**config.mk**
```make
export PLATFORM = sky130hd
export DESIGN_NAME = lsu_mem_port
export DESIGN_NICKNAME = d
export VERILOG_FILES = /design/src/rtl/lsu_mem_port.sv
export SDC_FILE = /design/constraint.sdc
export NUM_CORES = 1
export LEC_CHECK = 0
export ABC_CLOCK_PERIOD_IN_PS = 2400
export BUFFER_PORTS_ARGS = -buffer_cell sky130_fd_sc_hd__buf_2
export CAP_MARGIN = 30
export CORE_AREA = 2 2 119 132
export DETAILED_ROUTE_END_ITERATION = 8
export DIE_AREA = 0 0 121 134
export PLACE_DENSITY = 0.86
export SKIP_CTS_REPAIR_TIMING = 1
export SYNTH_ARGS = -nofsm -noshare
export SYNTH_HDL_FRONTEND = slang
export SYNTH_SLANG_ARGS = --single-unit
export TNS_END_PERCENT = 1
```
**constraint.sdc**
```tcl
create_clock -name clk -period 2.4 [get_ports clk]
set_clock_uncertainty 0.05 [all_clocks]
set_input_delay 0 -clock clk [delete_from_list [all_inputs] [get_ports clk]]
set_output_delay 0 -clock clk [all_outputs]
set_load 0.05 [all_outputs]
```
**src/rtl/lsu_mem_port.sv**
```systemverilog
// Purpose: load/store initiator for port 1 of a byte-enable data RAM; splits word-crossing accesses in two.
// Latency: response two cycles after accept (aligned), three cycles when split; optional LSU_MISALIGN_TRAP_EN traps splits.
// Backpressure: req_ready only in IDLE; rsp_valid is a single-cycle pulse with no backpressure.
module lsu_mem_port #(
    parameter int AWIDTH = 12,
    parameter int DWIDTH = 32
) (
    input  logic              clk,
    input  logic              rstn,
    input  logic              req_valid,
    output logic              req_ready,
    input  logic              req_we,
    input  logic [1:0]        req_size,
    input  logic              req_unsigned,
    input  logic [AWIDTH+1:0] req_addr,
    input  logic [DWIDTH-1:0] req_wdata,
    output logic              rsp_valid,
    output logic [DWIDTH-1:0] rsp_rdata,
    output logic              rsp_err,
    output logic [AWIDTH-1:0] mem_addr,
    output logic [3:0]        mem_wbe,
    output logic [DWIDTH-1:0] mem_d,
    output logic              mem_wen,
    input  logic [DWIDTH-1:0] mem_q
);

    typedef enum logic [1:0] {IDLE, ACC0, ACC1, RESP} state_t;

    state_t              state_q, state_d;
    logic                we_q, uns_q;
    logic [1:0]          size_q;
    logic [AWIDTH+1:0]   addr_q;
    logic [DWIDTH-1:0]   wdata_q;
    logic [DWIDTH-1:0]   q0_q;
    logic [DWIDTH-1:0]   rdata_q, rdata_d;
    logic                err_q, err_d;

    logic [1:0]          off;
    logic [2:0]          nbytes;
    logic [3:0]          nmask;
    logic                split;
    logic                trap;
    logic [7:0]          lane_mask;
    logic [2*DWIDTH-1:0] wide_d;
    logic [2*DWIDTH-1:0] qpair;
    logic [DWIDTH-1:0]   qsh;
    logic [DWIDTH-1:0]   load_res;
    logic [AWIDTH-1:0]   w0, w1;

    assign off       = addr_q[1:0];
    assign w0        = addr_q[AWIDTH+1:2];
    assign w1        = w0 + AWIDTH'(1);
    assign split     = (({1'b0, off} + nbytes) > 3'd4);
    // Lanes 3:0 belong to the first word, lanes 7:4 spill into the next word.
    assign lane_mask = {4'b0000, nmask} << off;
    assign wide_d    = {{DWIDTH{1'b0}}, wdata_q} << {off, 3'b000};
    assign req_ready = (state_q == IDLE);
    assign rsp_valid = (state_q == RESP);
    assign rsp_rdata = rdata_q;
    assign rsp_err   = err_q;

`ifdef LSU_MISALIGN_TRAP_EN
    assign trap = split;
`else
    assign trap = 1'b0;
`endif

    // Access width decode; reserved size behaves as a word.
    always_comb begin
        nbytes = 3'd4;
        nmask  = 4'b1111;
        case (size_q)
            2'b00:   begin nbytes = 3'd1; nmask = 4'b0001; end
            2'b01:   begin nbytes = 3'd2; nmask = 4'b0011; end
            default: begin nbytes = 3'd4; nmask = 4'b1111; end
        endcase
    end

    // Align the load bytes (second word only contributes in ACC1) and extend to full width.
    always_comb begin
        qpair    = (state_q == ACC1) ? {mem_q, q0_q} : {{DWIDTH{1'b0}}, mem_q};
        qsh      = DWIDTH'(qpair >> {off, 3'b000});
        load_res = qsh;
        case (size_q)
            2'b00:   load_res = uns_q ? {{(DWIDTH-8){1'b0}}, qsh[7:0]}
                                      : {{(DWIDTH-8){qsh[7]}}, qsh[7:0]};
            2'b01:   load_res = uns_q ? {{(DWIDTH-16){1'b0}}, qsh[15:0]}
                                      : {{(DWIDTH-16){qsh[15]}}, qsh[15:0]};
            default: load_res = qsh;
        endcase
    end

    // Next state, memory drive and response data; memory outputs depend on registers only.
    always_comb begin
        state_d  = state_q;
        rdata_d  = rdata_q;
        err_d    = err_q;
        mem_addr = '0;
        mem_wbe  = 4'b0000;
        mem_d    = '0;
        mem_wen  = 1'b0;
        case (state_q)
            IDLE: begin
                if (req_valid) state_d = ACC0;
            end
            ACC0: begin
                if (trap) begin
                    state_d = RESP;
                    rdata_d = '0;
                    err_d   = 1'b1;
                end else begin
                    mem_addr = w0;
                    mem_wbe  = lane_mask[3:0];
                    mem_d    = wide_d[DWIDTH-1:0];
                    mem_wen  = we_q;
                    state_d  = split ? ACC1 : RESP;
                    rdata_d  = we_q ? '0 : load_res;
                    err_d    = (size_q == 2'b11);
                end
            end
            ACC1: begin
                mem_addr = w1;
                mem_wbe  = lane_mask[7:4];
                mem_d    = wide_d[2*DWIDTH-1:DWIDTH];
                mem_wen  = we_q;
                state_d  = RESP;
                rdata_d  = we_q ? '0 : load_res;
                err_d    = (size_q == 2'b11);
            end
            RESP: begin
                state_d = IDLE;
            end
            default: state_d = IDLE;
        endcase
    end

    // State, request capture, first-word read capture and response registers.
    always_ff @(posedge clk or negedge rstn) begin
        if (!rstn) begin
            state_q <= IDLE;
            we_q    <= 1'b0;
            uns_q   <= 1'b0;
            size_q  <= 2'b00;
            addr_q  <= '0;
            wdata_q <= '0;
            q0_q    <= '0;
            rdata_q <= '0;
            err_q   <= 1'b0;
        end else begin
            state_q <= state_d;
            rdata_q <= rdata_d;
            err_q   <= err_d;
            if (state_q == IDLE && req_valid) begin
                we_q    <= req_we;
                uns_q   <= req_unsigned;
                size_q  <= req_size;
                addr_q  <= req_addr;
                wdata_q <= req_wdata;
            end
            if (state_q == ACC0) q0_q <= mem_q;
        end
    end

endmodule

```
Word level (Yosys, flattened, before mapping):

Cells that the tools add are included.

* multiplexer cells: 14
* order comparisons: 1
* shift-type cells: 3
* equal/unequal tests: 6
* reductions and logical operators: 4
* add/subtract/negate cells: 2

Operator list (count)
* 32-bit one-hot mux with 2 select lines: 2
* 32-bit two-way mux: 3
* 64-bit two-way mux: 1
* 32-bit by 5-bit << shifter with 64-bit output: 1
* 64-bit by 5-bit right shift with 32-bit output: 1
* 12-bit one-hot mux with 2 select lines: 1
* 4-bit one-hot mux with 2 select lines: 2
* 12-bit by 1-bit adder with 12-bit output, second input constant: 1
* 2-bit one-hot mux with 4 select lines: 1
* 4-bit by 2-bit << shifter with 8-bit output: 1
* 2-bit equality test, second input constant: 3
* 3-bit one-hot mux with 2 select lines: 1
* 2-bit by 1-bit equality test with 1-bit output, second input constant: 2
* 2-bit logical NOT: 2
* 2-bit by 3-bit adder with 3-bit output: 1
* 3-bit > comparator, second input constant: 1
* 1-bit two-way mux: 2
* 2-bit two-way mux: 1
* 2-bit inequality test, second input constant: 1
* 2-bit OR reduction: 1
* 1-bit logical AND: 1

* logic and storage cells: 39
* bits in registers: 117
* output and inout port bits: 84

Depth between registers and ports, before layout:

* depth in word-level cells: 6
* mapped depth: 9
* gate-level depth less buffers: 8

Worst setup path after synthesis:

OpenSTA, ideal clock, no wires.

* path kind: register to output
* start: register state_q[0]
* end: output port mem_addr[10]
* stages on the path, launching flop included: 8
* buffers on the path: 3
* slack: -368 ps
* arrival time: 2718 ps
* cell sequence: dfrtp_1 inv_1 ha_1 buf_2 clkbuf_1 nand2_1 clkbuf_1 o31ai_1

* word-level cells in the longest chain between the ends: 2
* elaborated cells between the ends (all ways): 3
* classes of those cells: eq/ne (2); mux (1)

Ends and longest elaborated chain
* start: declaration: line 29 `state_t state_q, state_d;`
* start signal: assignment: line 150 `state_q <= state_d;`
* 2-bit equality test / 2-bit by 1-bit equality test with 1-bit output (equally long branches): line 102 `case (state_q)`
* 12-bit one-hot mux with 2 select lines *: line 102
* end: declaration: line 20 `output logic [AWIDTH-1:0] mem_addr,`

Mark *: on every way between the ends. The rest lies on a longest branch, timed or not.

Worst setup path after layout:

* start: register state_q[1]
* end: output port mem_d[20]

* word-level cells in the longest chain between the ends: 2
* elaborated cells between the ends (all ways): 3
* classes of those cells: eq/ne (2); mux (1)

Ends and longest elaborated chain
* 2-bit equality test / 2-bit by 1-bit equality test with 1-bit output (equally long branches): line 102
* 32-bit one-hot mux with 2 select lines *: line 102
* end: declaration: line 22 `output logic [DWIDTH-1:0] mem_d,`

Marks and branches as above.

==> impl_metrics.ini <==
[outcome]
status = finished with violations
violations = negative setup slack

[clock_network]
cts_tree = yes
clockBufferDepth = 2
clk_pin_slew_worst_paths_ns = 0.05
clk_latency_ns = 0.43
cts-root-buf = clkbuf_16
cts_inserted_buffers = 17
htreeDepth = 4
cts_sinks = 117

[die]
die_y_um = 134
die_w_um = 121
rows = 47
core_area_sq_um = 14900
start_util_pct = 49.2
pin_count = 169
die_area_sq_um = 16200

[placed_design]
dp_slack_ns = -0.181
io_buffer_count = 168
gp_congestion = 0.927
dpl_cell_area_sq_um = 8470
hpwl_um = 15300

[route]
drt-initial-drc-count = 591
vias = 7119
drtAntennaViolNets = 0
wire_per_inst_um = 21.2
drt-vias-per-instance = 6.04
dr.pass1.iters = 5
drc_errors = 0
wl_um = 25000

[timing]
finalCriticalPeriod_ns = 2.47
fin_crit_sh_pct = 103
rsz0062_at_grt = true
setup_viol = 3
slew_violations = 0
worstMarginPinSlew_ns = 0.609
max_freq_mhz = 405
hold_violations = 0
setup_ws_ns = -0.0698
tns_ns = -0.0926
slew_headroom_pct = 59.4

[setup_path]
cp_data_arrival_time_ns = 2.42
worstSetupPathType = reg2out
slowest_delay_ns = 0.41
crit_path_end_kind = output pin
cp-start-kind = flop
critPathMostFrequentCell = buf_4
crit_fanout = 11
cp_slowest_cell = dfrtp_1
path_cells = buf_4 > inv_1 > ha_4 > nor2b_1 > buf_4 > a22oi_1 > o22a_1 > nor2_1 > clkbuf_4
cp.buffers_inverters = 4
critPathRequiredTime_ns = 2.35
path_delay_family = buffers and inverters

[logic_synthesis]
synthCells = 717
synth_cell_types = 47
async_flop_share_pct = 100
synth_warnings = 0
synth_area_per_cell_sq_um = 10.2
synthFlopType = dfrtp_1
synth_nets = 811
yosysSeqAreaShare_pct = 40.0
ys_ff_latch = 117
synth_edf_count = 0
synth_area_sq_um = 7320

[power]
switching_share_pct = 48.9
combPwrFrac_pct = 61.6
p_int_mw = 8.83
clock_power_share_pct = 15.9
p_sw_mw = 8.43
ir_drop_mv = 1.01
p_leak_nw = 4.67
pwr-share-seq_pct = 22.5
p_per_area_nw_per_um2 = 1690

[global_routing]
gr-total-overflow = 0
grt_pass1_wl_um = 35000
grt_pass1_vias = 6636
grtUsageTotal_pct = 27.8
antenna_found_initial = 0
grt_max_degree = 53

[cells_and_area]
layout_common_cells = buf_2, dfrtp_1, mux2_2, dlygate4sd3_1, mux2i_1
seqCellArea_sq_um = 2930
fin_util_pct = 68.7
areaGrowthSynthToFinish_pct = 39.7
fin_nets = 1064
design_area_sq_um = 10200
final_common_cell = buf_2
num-fill-cells = 1066
multi_input_comb_area_sq_um = 4190
antenna_cells = 0
drive_above_1_share_pct = 37.8

[hold_path]
min_path_type = in2async

[job]
cap_violations = 0
metrics by stage:
step	power [mW]	cells	hold slack (ns)
after floorplan	11.1	717	-0.346
after global placement	13.3	1057	-0.00931
after detailed placement	13.5	1057	-0.00312
after CTS	16.4	1089	-0.452
after global routing	18.1	1179	0.129
final	17.3	1179	0.0898
sequential cells by signal (all words and copies together), names as in the netlist:
signal / flops
wdata_q: 32
state_q: 2
addr_q: 14
size_q: 2
rsp_rdata: 32
rsp_err: 1
q0_q: 32
uns_q: 1
we_q: 1
cell usage after synthesis, drive strengths merged (8+ instances only):
cell | instances | share of area (%)
nand3 | 22 | 1.5
o22a | 13 | 1.6
mux2 | 108 | 17
nand2b | 18 | 1.5
nor2 | 47 | 2.4
ha | 8 | 1.4
buf | 26 | 1.7
nor3 | 11 | 0.82
mux2i | 65 | 8.9
a22o | 11 | 1.3
a21oi | 14 | 0.96
o2bb2ai | 17 | 2.0
a22oi | 21 | 2.2
inv | 8 | 0.41
dfrtp | 117 | 40
nand2 | 54 | 2.8
nor2b | 13 | 1.1
o21ai | 38 | 2.6
o221ai | 8 | 0.96
a211oi | 15 | 1.5
clkbuf | 35 | 1.8
logic make-up after synthesis:
kind of cell | count (synthesis) | share of synthesized area (%)
multiplexers | 174 | 25.8
adder cells (fa/ha/maj) | 9 | 1.64
flip-flops | 117 | 40.0
AO/OA/AOI/OAI | 165 | 16.7
AND/OR/NAND/NOR | 180 | 11.6
buffers and inverters | 69 | 3.88
XOR/XNOR | 3 | 0.359
worst paths after layout:
path,from,endpoint,slack (ns),cells past startpoint
min,rstn,rsp_rdata[19]$_DFFE_PN0P_,0.09,2
min reg2reg,rsp_rdata[7]$_DFFE_PN0P_,rsp_rdata[7]$_DFFE_PN0P_,0.42,1
min in group clk,req_wdata[3],wdata_q[3]$_DFFE_PN0P_,0.28,3
max in group asynchronous,rstn,addr_q[0]$_DFFE_PN0P_,1.25,3
max,state_q[1]$_DFFE_PN0P_,mem_d[20],-0.07,9
max reg2reg,state_q[1]$_DFFE_PN0P_,rsp_rdata[19]$_DFFE_PN0P_,0.06,8
power groups by stage:
stage	Combinational, mW	Clock [mW]	Sequential [mW]
5_1_grt	11.2	2.86	3.99
4_1_cts	9.85	2.75	3.82
2_1_floorplan	6.88	0	4.18
3_5_place_dp	9.71	0	3.82
6_report	10.6	2.74	3.89
3_3_place_gp	9.48	0	3.77
layer usage:
layer / wire [um] / part of all wire (%) / global-route usage, % / up-vias
li1: - / - / - / 3153
met1: 9010 / 36 / 32.4 / 3507
met2: 13200 / 53 / 48.2 / 405
met3: 1940 / 7.8 / 7.82 / 54
met4: 757 / 3.0 / 10.5 / 0
met5: 0 / 0 / 0 / -
area by class of cell:
class	instances	area share (%)
clock inverter	13	1.76
tap	196	2.40
multi-input combinational	531	41.0
clock buffer	19	4.43
timing repair buffer	295	21.4
sequential	117	28.7
inverter	8	0.294
(Power assumes the default switching activity.)
